==> config.mk <==
export PLATFORM = sky130hd
export DESIGN_NAME = axi4_burst_slave_ctrl
export DESIGN_NICKNAME = d
export VERILOG_FILES = /design/src/rtl/axi4_burst_slave_ctrl.sv
export SDC_FILE = /design/constraint.sdc
export NUM_CORES = 1
export LEC_CHECK = 0
export CORE_UTILIZATION = 41
export CTS_BUF_LIST = sky130_fd_sc_hd__clkbuf_8 sky130_fd_sc_hd__clkbuf_16
export CTS_CLUSTER_DIAMETER = 60
export CTS_CLUSTER_SIZE = 30
export DETAILED_ROUTE_END_ITERATION = 12
export PLACE_DENSITY_LB_ADDON = 0.05
export SYNTH_ARGS = -nofsm -noshare
export SYNTH_HDL_FRONTEND = slang
export SYNTH_SLANG_ARGS = --single-unit
==> constraint.sdc <==
create_clock -name aclk -period 5.1 [get_ports aclk]
set_clock_uncertainty 0.2 [all_clocks]
set_input_delay 1.53 -clock aclk [delete_from_list [all_inputs] [get_ports aclk]]
set_output_delay 1.53 -clock aclk [all_outputs]
set_load 0.005 [all_outputs]
==> src/rtl/axi4_burst_slave_ctrl.sv <==
// AXI4 burst slave controller in front of a single-port word RAM.
// FIXED/INCR/WRAP bursts up to 256 beats, byte strobes, 1-cycle RAM read
// latency absorbed by a 2-entry read FIFO, SLVERR on illegal bursts.
module axi4_burst_slave_ctrl #(
   parameter int ADDR_WIDTH = 32,
   parameter int DATA_WIDTH = 32,
   parameter int RAM_DEPTH  = 256,
   localparam int MAW       = $clog2(RAM_DEPTH),
   localparam int BYTES     = DATA_WIDTH / 8
) (
   input  logic                  aclk,
   input  logic                  aresetn,
   input  logic [ADDR_WIDTH-1:0] s_axi_awaddr,
   input  logic [7:0]            s_axi_awlen,
   input  logic [1:0]            s_axi_awburst,
   input  logic                  s_axi_awvalid,
   output logic                  s_axi_awready,
   input  logic [DATA_WIDTH-1:0] s_axi_wdata,
   input  logic [BYTES-1:0]      s_axi_wstrb,
   input  logic                  s_axi_wlast,
   input  logic                  s_axi_wvalid,
   output logic                  s_axi_wready,
   output logic [1:0]            s_axi_bresp,
   output logic                  s_axi_bvalid,
   input  logic                  s_axi_bready,
   input  logic [ADDR_WIDTH-1:0] s_axi_araddr,
   input  logic [7:0]            s_axi_arlen,
   input  logic [1:0]            s_axi_arburst,
   input  logic                  s_axi_arvalid,
   output logic                  s_axi_arready,
   output logic [DATA_WIDTH-1:0] s_axi_rdata,
   output logic [1:0]            s_axi_rresp,
   output logic                  s_axi_rlast,
   output logic                  s_axi_rvalid,
   input  logic                  s_axi_rready,
   output logic                  mem_en,
   output logic [BYTES-1:0]      mem_we,
   output logic [MAW-1:0]        mem_addr,
   output logic [DATA_WIDTH-1:0] mem_wdata,
   input  logic [DATA_WIDTH-1:0] mem_rdata
);

   localparam int LSB = $clog2(BYTES);
   localparam logic [1:0] BURST_INCR = 2'b01;
   localparam logic [1:0] BURST_WRAP = 2'b10;

   typedef enum logic [1:0] {W_IDLE, W_DATA, W_RESP} w_state_t;
   typedef enum logic [1:0] {R_IDLE, R_BURST, R_DRAIN} r_state_t;

   w_state_t w_state, w_next;
   r_state_t r_state, r_next;

   logic                  aw_hs, ar_hs, idle_both, pref_rd;
   logic [MAW-1:0]        w_idx, r_idx;
   logic [7:0]            w_len, w_cnt, r_len, r_issued, r_beat;
   logic [1:0]            w_burst, r_burst;
   logic                  w_err, w_last_err, r_err;
   logic                  w_beat, r_issue, r_pop, inflight;
   logic [1:0]            f_cnt;
   logic                  f_wp, f_rp;
   logic [2:0]            occ;
   logic [DATA_WIDTH-1:0] fifo [2];

   function automatic logic [MAW-1:0] next_idx(input logic [MAW-1:0] idx,
                                               input logic [1:0] burst,
                                               input logic [7:0] len);
      logic [MAW-1:0] mask, inc;
      mask = MAW'(len);
      inc  = idx + MAW'(1);
      case (burst)
         BURST_INCR: next_idx = inc;
         BURST_WRAP: next_idx = (idx & ~mask) | (inc & mask);
         default:    next_idx = idx;
      endcase
   endfunction

   function automatic logic burst_err(input logic [ADDR_WIDTH-1:0] addr,
                                      input logic [7:0] len,
                                      input logic [1:0] burst);
      logic bad_type, bad_wrap, bad_addr;
      bad_type  = (burst == 2'b11);
      bad_wrap  = (burst == BURST_WRAP) &&
                  !(len == 8'd1 || len == 8'd3 || len == 8'd7 || len == 8'd15);
      bad_addr  = (addr >> (LSB + MAW)) != '0;
      burst_err = bad_type | bad_wrap | bad_addr;
   endfunction

   assign aw_hs     = s_axi_awvalid && s_axi_awready;
   assign ar_hs     = s_axi_arvalid && s_axi_arready;
   assign idle_both = (w_state == W_IDLE) && (r_state == R_IDLE) &&
                      !s_axi_awready && !s_axi_arready;

   // Registered one-cycle grant pulses; contention alternates, write first.
   always_ff @(posedge aclk or negedge aresetn) begin
      if (!aresetn) begin
         s_axi_awready <= 1'b0;
         s_axi_arready <= 1'b0;
         pref_rd       <= 1'b0;
      end else begin
         s_axi_awready <= 1'b0;
         s_axi_arready <= 1'b0;
         if (idle_both) begin
            if (s_axi_awvalid && s_axi_arvalid) begin
               s_axi_awready <= !pref_rd;
               s_axi_arready <= pref_rd;
               pref_rd       <= !pref_rd;
            end else if (s_axi_awvalid) begin
               s_axi_awready <= 1'b1;
            end else if (s_axi_arvalid) begin
               s_axi_arready <= 1'b1;
            end
         end
      end
   end

   // Write FSM state register.
   always_ff @(posedge aclk or negedge aresetn) begin
      if (!aresetn) w_state <= W_IDLE;
      else          w_state <= w_next;
   end

   // Write FSM next state and W/B channel outputs.
   always_comb begin
      w_next       = w_state;
      s_axi_wready = 1'b0;
      s_axi_bvalid = 1'b0;
      s_axi_bresp  = 2'b00;
      w_beat       = 1'b0;
      case (w_state)
         W_IDLE: if (aw_hs) w_next = W_DATA;
         W_DATA: begin
            s_axi_wready = 1'b1;
            if (s_axi_wvalid) begin
               w_beat = 1'b1;
               if (w_cnt == w_len) w_next = W_RESP;
            end
         end
         W_RESP: begin
            s_axi_bvalid = 1'b1;
            s_axi_bresp  = {w_err | w_last_err, 1'b0};
            if (s_axi_bready) w_next = W_IDLE;
         end
         default: w_next = W_IDLE;
      endcase
   end

   // Write burst parameters, beat counter and wlast consistency tracking.
   always_ff @(posedge aclk or negedge aresetn) begin
      if (!aresetn) begin
         w_idx <= '0; w_len <= '0; w_burst <= '0; w_cnt <= '0;
         w_err <= 1'b0; w_last_err <= 1'b0;
      end else if (aw_hs) begin
         w_idx      <= s_axi_awaddr[LSB+MAW-1:LSB];
         w_len      <= s_axi_awlen;
         w_burst    <= s_axi_awburst;
         w_cnt      <= '0;
         w_err      <= burst_err(s_axi_awaddr, s_axi_awlen, s_axi_awburst);
         w_last_err <= 1'b0;
      end else if (w_beat) begin
         w_cnt <= w_cnt + 8'd1;
         w_idx <= next_idx(w_idx, w_burst, w_len);
         if (s_axi_wlast != (w_cnt == w_len)) w_last_err <= 1'b1;
      end
   end

   // Read FSM state register.
   always_ff @(posedge aclk or negedge aresetn) begin
      if (!aresetn) r_state <= R_IDLE;
      else          r_state <= r_next;
   end

   // Read FSM next state, read issue throttling and R channel outputs.
   // Occupancy counts this cycle's pop so a full-rate stream never stalls.
   always_comb begin
      r_next       = r_state;
      r_issue      = 1'b0;
      s_axi_rvalid = (f_cnt != 2'd0);
      r_pop        = s_axi_rvalid && s_axi_rready;
      occ          = {1'b0, f_cnt} + {2'b00, inflight} - {2'b00, r_pop};
      s_axi_rdata  = s_axi_rvalid ? fifo[f_rp] : '0;
      s_axi_rresp  = s_axi_rvalid ? {r_err, 1'b0} : 2'b00;
      s_axi_rlast  = s_axi_rvalid && (r_beat == r_len);
      case (r_state)
         R_IDLE:  if (ar_hs) r_next = R_BURST;
         R_BURST: if (occ < 3'd2) begin
            r_issue = 1'b1;
            if (r_issued == r_len) r_next = R_DRAIN;
         end
         R_DRAIN: if (r_pop && (r_beat == r_len)) r_next = R_IDLE;
         default: r_next = R_IDLE;
      endcase
   end

   // Read burst parameters, issue/accept counters and FIFO bookkeeping.
   always_ff @(posedge aclk or negedge aresetn) begin
      if (!aresetn) begin
         r_idx <= '0; r_len <= '0; r_burst <= '0; r_err <= 1'b0;
         r_issued <= '0; r_beat <= '0;
         inflight <= 1'b0; f_cnt <= '0; f_wp <= 1'b0; f_rp <= 1'b0;
      end else begin
         if (ar_hs) begin
            r_idx    <= s_axi_araddr[LSB+MAW-1:LSB];
            r_len    <= s_axi_arlen;
            r_burst  <= s_axi_arburst;
            r_err    <= burst_err(s_axi_araddr, s_axi_arlen, s_axi_arburst);
            r_issued <= '0;
            r_beat   <= '0;
         end else begin
            if (r_issue) begin
               r_issued <= r_issued + 8'd1;
               r_idx    <= next_idx(r_idx, r_burst, r_len);
            end
            if (r_pop) r_beat <= r_beat + 8'd1;
         end
         inflight <= r_issue;
         f_cnt    <= f_cnt + {1'b0, inflight} - {1'b0, r_pop};
         if (inflight) f_wp <= !f_wp;
         if (r_pop)    f_rp <= !f_rp;
      end
   end

   // FIFO storage; erroneous bursts push zeros in place of RAM data.
   always_ff @(posedge aclk) begin
      if (inflight) fifo[f_wp] <= r_err ? '0 : mem_rdata;
   end

   // RAM port: the single owning burst drives it.
   always_comb begin
      mem_en    = 1'b0;
      mem_we    = '0;
      mem_addr  = '0;
      mem_wdata = '0;
      if (w_beat && !w_err) begin
         mem_en    = 1'b1;
         mem_we    = s_axi_wstrb;
         mem_addr  = w_idx;
         mem_wdata = s_axi_wdata;
      end else if (r_issue && !r_err) begin
         mem_en   = 1'b1;
         mem_addr = r_idx;
      end
   end

endmodule
==> summary.txt <==
Global routing
  • Antenna violations before repair: 0
  • Total global-route track usage: 0.223
  • Total global routing overflow: 0
  • Largest net degree at the start of global routing: 54
  • First-pass GRT wire length: 30900 um
  • Vias in the first global route: 6000

Setup path
  • WP data arrival: 3.63 ns
  • WP buf/inv: 7
  • Crit-path cells: buf_8, nand2_8, inv_8, ha_4, inv_4, ha_4, inv_2, fa_1, and3b_2, nand2_4, nor3_4, buf_6, buf_6, a22o_1, buf_2
  • CP top delay family: adder cells
  • Critical path's largest stage delay: 0.52 ns
  • Critical path data required time: 3.37 ns
  • WS Path Type: primary input to output port
  • Critical path endpoint category: output port
  • Worst-path maximum fanout: 5
  • Startpoint Class: primary input
  • Slowest stage cell, crit path: fa_1

Synthesis
  • Ys Warns: 0
  • Post-synthesis cell count: 686
  • Post-synth EDFFs: 64
  • #FFs+latches synth: 139
  • Ys async rst share: 0.540
  • Yosys top cell area share: 0.270
  • Sequential area share after synthesis: 0.533
  • Top-count cell post-synth: nand2_1
  • Yosys top cell by area: edfxtp_1
  • Mapped cell area: 0.00712 mm2
  • Commonest cells in the netlist: nand2_1, dfrtp_1, nor2_1, edfxtp_1, and2_1
  • Library cells used by synthesis: 56
  • Syn Area/Cell: 10.4 um2
  • Synth top area cells: edfxtp_1, dfrtp_1, xnor2_1
  • Synth Flop Type: dfrtp_1

Floorplanning
  • Die X: 134 um
  • Core Footprint: 0.0168 mm2
  • Initial core utilization: 0.425
  • Die height: 134 um
  • Top Ports: 247
  • Row Count: 47
  • DIE AREA: 0.0179 mm2

Finish
  • Fin cells: 1172
  • NumNets Final: 1107
  • Final-layout fill cell count: 1381
  • Multi-input logic area: 0.00325 mm2
  • Layout cells sized above 1: 0.0935
  • Finished Cell Area: 0.0105 mm2
  • # diodes: 0
  • Area Overhead vs Synth: 47.8%
  • Reg area: 0.00380 mm2

Timing
  • RSZ-0062 raised after global routing: yes
  • Rel. slew slack: 0.244
  • Period minus WS final: 5.36 ns
  • Least-Margin Pin Slew: 1.13 ns
  • Slew Limit Fails: 0
  • Period utilization: 1.05
  • Fin worst setup slack: -0.264 ns
  • Peak Freq: 186 MHz
  • Final Hold Fails: 0
  • # setup viols final: 9

Routing
  • Vias post-DR: 5930
  • Drt wl/cell: 16.7 um
  • Antenna Nets Post-Route: 0
  • DRC Markers: 0
  • DRT Pass-1 Iters: 4
  • Routed WL: 19600 um
  • Initial DRC count: 250
  • Vias/cell: 5.06

Power
  • Pwr/cell area: 495 mW/mm2
  • Overall power: 5220 uW
  • Leakage: 0.00416 uW
  • Worst VDD drop: 0.271 mV

Clock network
  • TritonCTS Buffers: 17
  • Clock transition at path regs: 0.06 ns
  • Post-CTS Hold Buffers: 0
  • CTS tree: done
  • Root Driver: clkbuf_16
  • Clock Latency Late Sink: 0.42 ns
  • Num Clock Sinks: 139
  • Clock tree buffer depth: 2
  • H-tree depth: 4

Placement
  • GPL Wtd Cong: 0.881
  • IO buf count: 240
  • Placed Cells: 1134
  • DP Wirelength: 14400 um
  • Area after DPL: 0.00989 mm2

Min path
  • Hold WC Path Type: flop to flop

Job
  • MaxCap Viol Count: 0

Run status
  • Outcome: complete, but fails checks
  • Failing checks: negative setup slack
per-stage QoR:
step           setup TNS (ns)  utilization  worst slack (ns)  hold slack [ns]
2_1_floorplan          -0.430            -           -0.0538            0.255
3_3_place_gp            -9.63        0.590             -1.08            0.281
3_5_place_dp            -9.72        0.590             -1.09            0.298
4_1_cts                 -1.93        0.627            -0.273            0.307
5_1_grt                 -2.60        0.628            -0.362            0.327
6_report                -1.73        0.628            -0.264            0.303
layout by cell type (no fill, tap or decap), types with 3 or more instances in the layout:
cell type        synthesis  layout
or3_1                    6       6
xnor2_1                 37      37
nor3_1                   7       7
nand3b_1                 6       6
nor2b_1                 36      35
nand4_1                 17      17
and2_1                  41      41
a21oi_1                 16      16
buf_2                    4      10
clkbuf_16                0      17
nor2_1                  74      72
mux2i_1                 32      32
buf_6                    0       3
ha_1                     7       5
o31ai_1                  6       6
nand2b_1                 6       6
nand3_1                  9       9
buf_4                    2      19
a22o_1                   8       8
nor4_1                  14      14
dfrtp_1                 75      74
o21ai_0                 23      23
edfxtp_1                64      64
mux2_2                   5       5
xor2_1                  17      17
or4_1                    8       8
nand2_1                 86      85
inv_1                   10       8
inv_8                    0       6
and3_1                   4       4
inv_6                    0       3
clkdlybuf4s50_1          0     229
clkinvlp_4               0       3
a31oi_1                 10      10
worst paths after layout:
| path | slack, ns | start | depth (start not counted) | to |
|---|---|---|---|---|
| worst max register to register | 1.72 | f_cnt[0] | 16 | r_issued[7] |
| worst max-delay path | -0.26 | s_axi_rready | 15 | mem_addr[5] |
| worst min-delay path | 0.30 | pref_rd | 1 | pref_rd |
| max in group asynchronous | 2.73 | aresetn | 2 | r_err |
| worst min register to register | 0.30 | pref_rd | 1 | pref_rd |
| min in group asynchronous | 0.88 | aresetn | 1 | w_len[1] |
routing by layer:
layer | GRT usage | routed length, um | vias up
li1 | - | - | 2909
met2 | 0.361 | 9440 | 178
met4 | 0.0903 | 501 | 0
met5 | 0 | 0 | -
met1 | 0.290 | 8730 | 2814
met3 | 0.0472 | 939 | 29
cells by family after synthesis:
kind of cell,count (synthesis),share of synthesized area
AOI/OAI and AO/OA,77,0.0687
xor gates and xnor gates,55,0.0703
adders and majority gates,8,0.0151
buffers and inverters,41,0.0234
DFF,139,0.533
muxes,37,0.0529
other,1,0.000526
and+or+nand+nor,328,0.236
report_power, final:
part           leakage [uW]  switching [uW]  internal (uW)
Sequential          0.00154             454           1510
Combinational       0.00233             912           1090
Clock              0.000286             542            700
Total               0.00416            1910           3310
layout make-up:
type | count | share of cell area
tap | 220 | 0.0261
multi-input combinational | 507 | 0.308
inverter | 11 | 0.00487
sequential | 139 | 0.361
clock inverter | 15 | 0.0168
timing repair buffer | 263 | 0.243
clock buffer | 17 | 0.0404
what timing repair did:
item / in CTS / in global routing
pin swaps: 8 / 6
buffers inserted: 5 / 3
gates resized for setup: 47 / 5
endpoints found under the setup margin: 9 / 45
hold endpoints to repair: 0 / 0
Power figures use the tool's default switching activity.
